===== src/rtl/cache_axi_arbiter.sv =====
`default_nettype none
// ============================================================================
// Module   : cache_axi_arbiter
// Purpose  : Shares one AXI3 master between I-cache read, D-cache read and
//            D-cache write; independent single-outstanding read/write FSMs.
// Revision : 1.0
// ============================================================================
module cache_axi_arbiter #(
   parameter logic [3:0] ID_INST   = 4'd0,
   parameter logic [3:0] ID_DATA   = 4'd1,
   parameter int         RAW_BLOCK = 1
) (
   input  logic        clk,
   input  logic        rst,
   input  logic        inst_rd_req,
   input  logic [31:0] inst_rd_addr,
   input  logic [3:0]  inst_rd_len,
   input  logic        data_rd_req,
   input  logic [31:0] data_rd_addr,
   input  logic [3:0]  data_rd_len,
   input  logic [2:0]  data_rd_size,
   output logic        inst_rd_gnt,
   output logic        data_rd_gnt,
   output logic        inst_rd_valid,
   output logic        data_rd_valid,
   output logic        rd_last,
   output logic [31:0] rd_data,
   input  logic        data_wr_req,
   input  logic [31:0] data_wr_addr,
   input  logic [3:0]  data_wr_len,
   input  logic [2:0]  data_wr_size,
   output logic        data_wr_gnt,
   input  logic [31:0] data_wr_data,
   input  logic [3:0]  data_wr_strb,
   output logic        data_wr_ready,
   output logic        data_wr_done,
   output logic [3:0]  arid,
   output logic [31:0] araddr,
   output logic [3:0]  arlen,
   output logic [2:0]  arsize,
   output logic        arvalid,
   input  logic        arready,
   input  logic [31:0] rdata,
   input  logic        rlast,
   input  logic        rvalid,
   output logic        rready,
   output logic [3:0]  awid,
   output logic [31:0] awaddr,
   output logic [3:0]  awlen,
   output logic [2:0]  awsize,
   output logic        awvalid,
   input  logic        awready,
   output logic [31:0] wdata,
   output logic [3:0]  wstrb,
   output logic        wlast,
   output logic        wvalid,
   input  logic        wready,
   input  logic        bvalid,
   output logic        bready
);

   typedef enum logic [1:0] {R_IDLE = 2'd0, R_AR = 2'd1, R_DATA = 2'd2} rd_state_t;
   typedef enum logic [1:0] {W_IDLE = 2'd0, W_AW = 2'd1, W_DATA = 2'd2, W_RESP = 2'd3} wr_state_t;

   rd_state_t   rd_state_q, rd_state_d;
   logic        rr_ptr_q, rr_ptr_d;
   logic        rd_owner_q, rd_owner_d;
   logic [3:0]  ar_id_q, ar_id_d;
   logic [31:0] ar_addr_q, ar_addr_d;
   logic [3:0]  ar_len_q, ar_len_d;
   logic [2:0]  ar_size_q, ar_size_d;

   wr_state_t   wr_state_q, wr_state_d;
   logic [3:0]  aw_id_q, aw_id_d;
   logic [31:0] aw_addr_q, aw_addr_d;
   logic [3:0]  aw_len_q, aw_len_d;
   logic [2:0]  aw_size_q, aw_size_d;
   logic [3:0]  wr_cnt_q, wr_cnt_d;
   logic        wr_done_q, wr_done_d;

   logic        data_elig;
   logic        pick_data;

   // A data read may not overtake a write that is pending or in flight.
   always_comb begin
      rd_state_d  = rd_state_q;
      rr_ptr_d    = rr_ptr_q;
      rd_owner_d  = rd_owner_q;
      ar_id_d     = ar_id_q;
      ar_addr_d   = ar_addr_q;
      ar_len_d    = ar_len_q;
      ar_size_d   = ar_size_q;
      inst_rd_gnt = 1'b0;
      data_rd_gnt = 1'b0;
      data_elig   = data_rd_req &&
                    !((RAW_BLOCK != 0) && ((wr_state_q != W_IDLE) || data_wr_req));
      pick_data   = data_elig && (!inst_rd_req || rr_ptr_q);
      case (rd_state_q)
         R_IDLE: begin
            if (inst_rd_req || data_elig) begin
               if (inst_rd_req && data_elig) rr_ptr_d = ~rr_ptr_q;
               rd_owner_d  = pick_data;
               ar_id_d     = pick_data ? ID_DATA : ID_INST;
               ar_addr_d   = pick_data ? data_rd_addr : inst_rd_addr;
               ar_len_d    = pick_data ? data_rd_len : inst_rd_len;
               ar_size_d   = pick_data ? data_rd_size : 3'd2;
               inst_rd_gnt = !pick_data;
               data_rd_gnt = pick_data;
               rd_state_d  = R_AR;
            end
         end
         R_AR:    if (arready) rd_state_d = R_DATA;
         R_DATA:  if (rvalid && rlast) rd_state_d = R_IDLE;
         default: rd_state_d = R_IDLE;
      endcase
   end

   always_comb begin
      wr_state_d  = wr_state_q;
      aw_id_d     = aw_id_q;
      aw_addr_d   = aw_addr_q;
      aw_len_d    = aw_len_q;
      aw_size_d   = aw_size_q;
      wr_cnt_d    = wr_cnt_q;
      wr_done_d   = 1'b0;
      data_wr_gnt = 1'b0;
      case (wr_state_q)
         W_IDLE: begin
            if (data_wr_req) begin
               aw_id_d     = ID_DATA;
               aw_addr_d   = data_wr_addr;
               aw_len_d    = data_wr_len;
               aw_size_d   = data_wr_size;
               wr_cnt_d    = 4'd0;
               data_wr_gnt = 1'b1;
               wr_state_d  = W_AW;
            end
         end
         W_AW: if (awready) wr_state_d = W_DATA;
         W_DATA: begin
            if (wready) begin
               wr_cnt_d = wr_cnt_q + 4'd1;
               if (wr_cnt_q == aw_len_q) wr_state_d = W_RESP;
            end
         end
         W_RESP: begin
            if (bvalid) begin
               wr_done_d  = 1'b1;
               wr_state_d = W_IDLE;
            end
         end
         default: wr_state_d = W_IDLE;
      endcase
   end

   always_ff @(posedge clk or negedge rst) begin
      if (!rst) begin
         rd_state_q <= R_IDLE;
         rr_ptr_q   <= 1'b0;
         rd_owner_q <= 1'b0;
         ar_id_q    <= 4'd0;
         ar_addr_q  <= 32'd0;
         ar_len_q   <= 4'd0;
         ar_size_q  <= 3'd0;
         wr_state_q <= W_IDLE;
         aw_id_q    <= 4'd0;
         aw_addr_q  <= 32'd0;
         aw_len_q   <= 4'd0;
         aw_size_q  <= 3'd0;
         wr_cnt_q   <= 4'd0;
         wr_done_q  <= 1'b0;
      end else begin
         rd_state_q <= rd_state_d;
         rr_ptr_q   <= rr_ptr_d;
         rd_owner_q <= rd_owner_d;
         ar_id_q    <= ar_id_d;
         ar_addr_q  <= ar_addr_d;
         ar_len_q   <= ar_len_d;
         ar_size_q  <= ar_size_d;
         wr_state_q <= wr_state_d;
         aw_id_q    <= aw_id_d;
         aw_addr_q  <= aw_addr_d;
         aw_len_q   <= aw_len_d;
         aw_size_q  <= aw_size_d;
         wr_cnt_q   <= wr_cnt_d;
         wr_done_q  <= wr_done_d;
      end
   end

   assign arid          = ar_id_q;
   assign araddr        = ar_addr_q;
   assign arlen         = ar_len_q;
   assign arsize        = ar_size_q;
   assign arvalid       = (rd_state_q == R_AR);
   assign rready        = (rd_state_q == R_DATA);
   assign rd_data       = rready ? rdata : 32'd0;
   assign rd_last       = rready && rvalid && rlast;
   assign inst_rd_valid = rready && rvalid && !rd_owner_q;
   assign data_rd_valid = rready && rvalid && rd_owner_q;

   assign awid          = aw_id_q;
   assign awaddr        = aw_addr_q;
   assign awlen         = aw_len_q;
   assign awsize        = aw_size_q;
   assign awvalid       = (wr_state_q == W_AW);
   assign wvalid        = (wr_state_q == W_DATA);
   assign wdata         = wvalid ? data_wr_data : 32'd0;
   assign wstrb         = wvalid ? data_wr_strb : 4'd0;
   assign wlast         = wvalid && (wr_cnt_q == aw_len_q);
   assign data_wr_ready = wvalid && wready;
   assign bready        = (wr_state_q == W_RESP);
   assign data_wr_done  = wr_done_q;

endmodule
`default_nettype wire


===== config.mk =====
export PLATFORM = sky130hd
export DESIGN_NAME = cache_axi_arbiter
export DESIGN_NICKNAME = d
export VERILOG_FILES = /design/src/rtl/cache_axi_arbiter.sv
export SDC_FILE = /design/constraint.sdc
export NUM_CORES = 1
export LEC_CHECK = 0
export CAP_MARGIN = 20
export CORE_AREA = 2 2 139 141
export DETAILED_ROUTE_END_ITERATION = 16
export DIE_AREA = 0 0 141 143
export DONT_BUFFER_PORTS = 1
export SLEW_MARGIN = 10
export SYNTH_ARGS = -nofsm -noshare
export SYNTH_HDL_FRONTEND = slang
export SYNTH_SLANG_ARGS = --single-unit

===== constraint.sdc =====
create_clock -name clk -period 5.5 [get_ports clk]
set_input_delay 0.825 -clock clk [delete_from_list [all_inputs] [get_ports clk]]
set_output_delay 0.825 -clock clk [all_outputs]
set_load 0.02 [all_outputs]

==> impl_results.rst, run 1 <==
.. list-table::
   :header-rows: 1

   * - Metric
     - Value
   * - Average size of a mapped cell
     - 11.5 µm²
   * - Maximum buffer depth of the clock tree
     - 2
   * - Drt first-iter violations
     - 255
   * - Number of hold buffers added after cts
     - 0
   * - Detailed-route via count
     - 3022
   * - Number of warnings issued by yosys
     - 0
   * - Via count of the first global-routing pass
     - 3041
   * - Leading cell type in the layout, fill and taps excluded
     - sky130_fd_sc_hd__dfrtp_1
   * - Leakage power summed over all cells
     - 2.20 nW
   * - Number of buffers inserted during clock tree synthesis
     - 9
   * - TritonRoute pass-1 iters
     - 6
   * - Root buf cell
     - sky130_fd_sc_hd__clkbuf_16
   * - Clock Latency Late Sink
     - 0.34 ns
   * - # nets final
     - 561
   * - Cell Count, Final, Fillers Out
     - 605
   * - Unique masters post-synth
     - 33
   * - Largest net degree at the start of global routing
     - 91
   * - Data arrival time at the worst-slack endpoint
     - 2.27 ns
   * - Number of cells on the worst reg-to-reg path
     - 7
   * - Worst Setup End Kind
     - primary output
   * - DRC errors left
     - 0
   * - Required time reported for the critical path endpoint
     - 4.68 ns
   * - Post-route clock period utilization
     - 56.2%
   * - Max H-tree Level
     - 3
   * - Internal power
     - 1.74 mW
   * - Kind of launch point of the worst setup path
     - flop
   * - Switching fraction of total power
     - 47.5%
   * - Cell area after technology mapping
     - 0.00429 mm²
   * - Critical path start-end classification
     - flop to primary output
   * - PwrDens
     - 689 mW/mm²
   * - IO buf count
     - 0
   * - Tmin final
     - 3.09 ns
   * - Clock network power share
     - 18.4%
   * - Worst reg2reg startpoint
     - wr_state_q[0]
   * - Clock Sinks
     - 90
   * - Register Area
     - 0.00225 mm²
   * - Number of buffers inserted by post-CTS setup repair
     - 0
   * - Detailed-route wire length
     - 12800 µm
   * - Post-DR vias/cell
     - 5.00
   * - Setup repair after global routing missed its margin
     - false
   * - # Max-Cap Violations
     - 0
   * - Slew HR
     - 36.0%
   * - R2r endpoint
     - arlen[0]
   * - Number of setup violations in the final report
     - 0
   * - Fmax
     - 324 MHz
   * - Worst reg-to-reg setup slack
     - 2.85 ns
   * - Antenna violations before repair
     - 4
   * - Maximum fanout along the worst path
     - 10
   * - Area occupied by multi-input gates
     - 0.00172 mm²
   * - Estimated wirelength of the detail-placed design
     - 9960 µm
   * - Number of nets with antenna violations after detailed routing
     - 0
   * - Sequential fraction of design power
     - 48.6%
   * - Starting density of the core
     - 23.1%
   * - Total global-route track usage
     - 11.9%
   * - Core ar.
     - 0.0186 mm²
   * - Worst ir drop on vdd
     - 0.185 mV
   * - Top library cells by usage in the layout, fill and taps aside
     - sky130_fd_sc_hd__dfrtp_1 (90), sky130_fd_sc_hd__and2_1 (70), sky130_fd_sc_hd__inv_1 (44), sky130_fd_sc_hd__mux2_2 (39), sky130_fd_sc_hd__a222oi_1 (36)
   * - Worst Tran Pin Value
     - 0.960 ns
   * - Width of the chip
     - 141 µm
   * - Overall overflow remaining after global route
     - 0
   * - Count of final max-slew check failures
     - 0
   * - Portion of total power attributed to combinational logic
     - 33.0%
   * - Class of the tightest hold or removal check
     - primary input to async pin
   * - Register bit total from synthesis
     - 90
   * - Wire per inst
     - 21.1 µm
   * - Status
     - finished clean
   * - Count of placed standard cells including taps
     - 583
   * - Global-route wire length before repair
     - 17900 µm
   * - PostCTS Resize Cnt
     - 0
   * - Fillcell total
     - 1943
   * - Beginning of the critical path
     - wr_state_q[0]
   * - Part of the Yosys area used for sequential elements
     - 52.6%
   * - Overall die area
     - 0.0202 mm²
   * - Worst clock skew on the final layout
     - 0.00708 ns
   * - Total negative slack for setup checks
     - 0 ns
   * - Gate count after technology mapping
     - 373
   * - Final Hold Viols
     - 0
   * - Proportion of layout cells with a drive suffix above 1
     - 18.3%
   * - DIE HEIGHT
     - 143 µm
   * - Area Overhead vs Synth
     - 12.2%
   * - Placer Congestion
     - 0.987
   * - NetSw
     - 1.57 mW
   * - Register clock-pin slew on the reported worst setup and hold paths
     - 0.07 ns
   * - Clock tree from TritonCTS
     - done
   * - Row Count
     - 50
   * - Count of boundary I/O pins
     - 361
[power by group through the flow]
stage          logic, mW  clock network [mW]  registers [mW]
3_5_place_dp        1.08                   0            1.62
4_1_cts             1.07               0.639            1.61
2_1_floorplan      0.941                   0            1.51
6_report            1.09               0.610            1.61
5_1_grt             1.20               0.669            1.64
3_3_place_gp        1.02                   0            1.60
[cells in the mapped netlist (all sizes together)]
cell	n	area, µm²
dfrtp	90	2250
and2	70	438
inv	45	169
mux2	40	450
a222oi	36	360
buf	22	141
clkbuf	10	37.5
nand2	7	26.3
nand2b	7	43.8
o21ai	7	35.0
a22o	6	52.6
ha	6	75.1
xnor2	5	43.8
nand3	3	15.0
nand4	3	18.8
nor2	3	11.3
and3	2	12.5
nor2b	2	12.5
a2111oi	1	27.5
a21o	1	7.51
a21oi	1	5.00
a22oi	1	7.51
a31oi	1	6.26
and3b	1	12.5
conb	1	3.75
o211a	1	10.0
o32a	1	10.0
[state kept, by name (all words and copies together), names as in the netlist, 2 cells and up]
name,count
araddr,32
awaddr,32
arlen,4
awlen,4
wr_cnt_q,4
arsize,3
awsize,3
rd_state_q,2
wr_state_q,2
[cells by family (layout without fill, tap and decap cells)]
family          count (synthesis)  after routing  share of synthesized area [%]
fa+ha+maj                       6              6                           1.75
xor+xnor                        5              5                           1.02
flops                          90             90                           52.6
simple gates                   98             98                           13.8
mux                            40             40                           10.5
compound gates                 56             56                           12.2
other cells                     1             10                         0.0875
buf+inv                        77             66                           8.12
[layout make-up]
class | instances | area share [%]
clock inverter | 7 | 1.51
timing repair buffer | 5 | 1.35
sequential | 90 | 46.9
tap | 234 | 6.09
multi-input combinational | 211 | 35.8
antenna | 4 | 0.208
inverter | 45 | 3.51
clock buffer | 9 | 4.69
[metal layers]
| layer | share of wire, % | wire [µm] | GRT usage, % | vias to the layer above |
|---|---|---|---|---|
| li1 | - | - | - | 1271 |
| met1 | 38 | 4910 | 13.6 | 1529 |
| met2 | 50 | 6390 | 19.1 | 206 |
| met3 | 9.2 | 1180 | 5.63 | 14 |
| met4 | 1.6 | 211 | 4.74 | 2 |
| met5 | 0.82 | 105 | 4.01 | - |
[worst max path at each step]
stage,to,slack [ns],cells past startpoint
floorplan,inst_rd_gnt,2.84,3
CTS,wlast,2.22,4
finish,inst_rd_gnt,2.41,4
global route,inst_rd_gnt,2.20,4
global placement,inst_rd_gnt,2.70,2
detailed placement,wlast,2.62,4
[critical path: stages (launching register included)]
cell                        delay (ns)
sky130_fd_sc_hd__dfrtp_1          0.40
sky130_fd_sc_hd__inv_1            0.10
sky130_fd_sc_hd__ha_1             0.26
sky130_fd_sc_hd__and3b_4          0.25
sky130_fd_sc_hd__a2111oi_4        0.90
[stage by stage]
step / power (mW) / hold slack (ns) / area [µm²] / worst slack, ns / utilization [%]
after floorplan: 2.45 / 0.488 / 4300 / 2.84 / -
after global placement: 2.62 / 0.529 / 4450 / 2.70 / 24.0
after detailed placement: 2.69 / 0.531 / 4450 / 2.62 / 24.0
after CTS: 3.32 / 0.140 / 4750 / 2.22 / 25.6
after global routing: 3.51 / 0.128 / 4810 / 2.20 / 25.9
final: 3.31 / 0.166 / 4810 / 2.41 / 25.9
Power figures use the tool's default switching activity.
==> run 2: changes to the inputs <==
==> constraint.sdc (replaced) <==
create_clock -name clk -period 2.8 [get_ports clk]
set_input_delay 0.42 -clock clk [delete_from_list [all_inputs] [get_ports clk]]
set_output_delay 0.42 -clock clk [all_outputs]
set_load 0.02 [all_outputs]
==> run 2 against run 1 <==
Combinational power rose by 97%. Clock-buffer cell count did not move. Critical path type unchanged. Clock skew rose by 0.00080 ns. Sequential share of layout area fell by 0.48 points. Wire length fell by 2.3%. Cell count rose by 0.17%. Worst hold slack improved by 0.0044 ns.
==> impl_results.rst, run 2 (same netlist as run 1, synthesis figures left out) <==
.. list-table::
   :header-rows: 1

   * - Metric
     - Value
   * - Final Hold Viols
     - 0
   * - Worst Setup End Kind
     - primary output
   * - Kind of launch point of the worst setup path
     - flop
   * - PostCTS Resize Cnt
     - 0
   * - Worst clock skew on the final layout
     - 0.00788 ns
   * - Number of buffers inserted during clock tree synthesis
     - 9
   * - Critical path start-end classification
     - flop to primary output
   * - PwrDens
     - 1350 mW/mm²
   * - Required time reported for the critical path endpoint
     - 2.38 ns
   * - Overall overflow remaining after global route
     - 0
   * - Count of boundary I/O pins
     - 361
   * - # Max-Cap Violations
     - 0
   * - Detailed-route wire length
     - 12500 µm
   * - Diode insertion count for antenna repair
     - 0
   * - Worst Tran Pin Value
     - 0.746 ns
   * - IO buf count
     - 0
   * - Antenna violations before repair
     - 0
   * - Row Count
     - 50
   * - Post-route design area
     - 0.00486 mm²
   * - Worst ir drop on vdd
     - 0.369 mV
   * - Maximum buffer depth of the clock tree
     - 2
   * - Wire per inst
     - 20.6 µm
   * - Drt first-iter violations
     - 248
   * - Total global-route track usage
     - 11.7%
   * - Root buf cell
     - sky130_fd_sc_hd__clkbuf_16
   * - DRC errors left
     - 0
   * - Post-route clock period utilization
     - 89.1%
   * - Largest net degree at the start of global routing
     - 91
   * - Global-route wire length before repair
     - 17400 µm
   * - Number of nets with antenna violations after detailed routing
     - 0
   * - Detailed-route via count
     - 2981
   * - Total negative slack for setup checks
     - 0 ns
   * - Via count of the first global-routing pass
     - 2933
   * - Width of the chip
     - 141 µm
   * - TritonRoute pass-1 iters
     - 7
   * - Clock Sinks
     - 90
   * - Setup repair after global routing missed its margin
     - false
   * - Clock Latency Late Sink
     - 0.35 ns
   * - Data arrival time at the worst-slack endpoint
     - 2.08 ns
   * - Post-DR vias/cell
     - 4.92
   * - Starting density of the core
     - 23.1%
   * - Count of final max-slew check failures
     - 0
   * - Area Overhead vs Synth
     - 13.3%
   * - Placer Congestion
     - 0.990
   * - Clock tree from TritonCTS
     - done
   * - Number of buffers inserted by post-CTS setup repair
     - 0
   * - Max H-tree Level
     - 3
   * - Core ar.
     - 0.0186 mm²
   * - Worst reg-to-reg setup slack
     - 0.62 ns
   * - Slew HR
     - 50.1%
   * - Status
     - finished clean
   * - Number of setup violations in the final report
     - 0
   * - Estimated wirelength of the detail-placed design
     - 9880 µm
   * - Fmax
     - 401 MHz
   * - Register clock-pin slew on the reported worst setup and hold paths
     - 0.07 ns
   * - Class of the tightest hold or removal check
     - primary input to flop
   * - Tmin final
     - 2.50 ns
   * - Cell Area, Placed
     - 0.00450 mm²
   * - Maximum fanout along the worst path
     - 27
   * - Top library cells by usage in the layout, fill and taps aside
     - sky130_fd_sc_hd__dfrtp_1 (90), sky130_fd_sc_hd__and2_1 (70), sky130_fd_sc_hd__inv_1 (44), sky130_fd_sc_hd__mux2_2 (39), sky130_fd_sc_hd__a222oi_1 (36)
   * - Leading cell type in the layout, fill and taps excluded
     - sky130_fd_sc_hd__dfrtp_1
   * - Count of placed standard cells including taps
     - 588
   * - # nets final
     - 566
   * - Leakage power summed over all cells
     - 2.24 nW
   * - Overall die area
     - 0.0202 mm²
   * - Number of hold buffers added after cts
     - 2
   * - Cell Count, Final, Fillers Out
     - 606
   * - Proportion of layout cells with a drive suffix above 1
     - 18.8%
   * - Finished Core Util
     - 26.1%
   * - DIE HEIGHT
     - 143 µm
## run 2: path summary, 6_finish.rpt
path / startpoint / depth (start not counted) / end
setup / recovery: wr_state_q[0] / 5 / inst_rd_gnt
hold / removal: arready / 1 / rd_state_q[0]
setup reg to reg: wr_state_q[0] / 7 / araddr[20]
hold reg to reg: rr_ptr_q / 1 / rr_ptr_q
max in group asynchronous: rst / 2 / awaddr[2]
min in group asynchronous: rst / 2 / awaddr[18]
## run 2: per-layer routing
metal  part of all wire [%]  global-route usage, %
met5                      0                      0
met4                    2.0                   5.53
met3                     10                   5.53
met2                     48                   18.4
met1                     39                   13.5
## run 2: critical path, stage by stage (launching register included)
cell                        delay, ns
sky130_fd_sc_hd__dfrtp_1         0.39
sky130_fd_sc_hd__inv_1           0.09
sky130_fd_sc_hd__ha_1            0.25
sky130_fd_sc_hd__and3b_4         0.24
sky130_fd_sc_hd__a2111oi_4       0.36
sky130_fd_sc_hd__buf_4           0.38
## run 2: power by group
| group | internal (mW) | switching, mW |
|---|---|---|
| registers | 1.91 | 1.23 |
| clock network | 0.718 | 0.560 |
| logic | 0.863 | 1.29 |
## run 2: layout make-up
type / instances / area (µm²)
Tap cell: 234 / 293
Sequential cell: 90 / 2250
Fill cell: 1924 / 13700
Clock buffer: 9 / 225
Timing Repair Buffer: 10 / 110
Multi-Input combinational cell: 211 / 1720
Inverter: 45 / 169
Clock inverter: 7 / 90.1
## run 2: through the flow
step	total power, mW	hold WS, ns	setup WS, ns
after floorplan	4.81	0.124	0.688
after global placement	5.19	0.127	0.699
after detailed placement	5.31	0.126	0.585
after CTS	6.66	0.154	0.255
after global routing	6.96	0.169	0.148
final	6.57	0.171	0.304
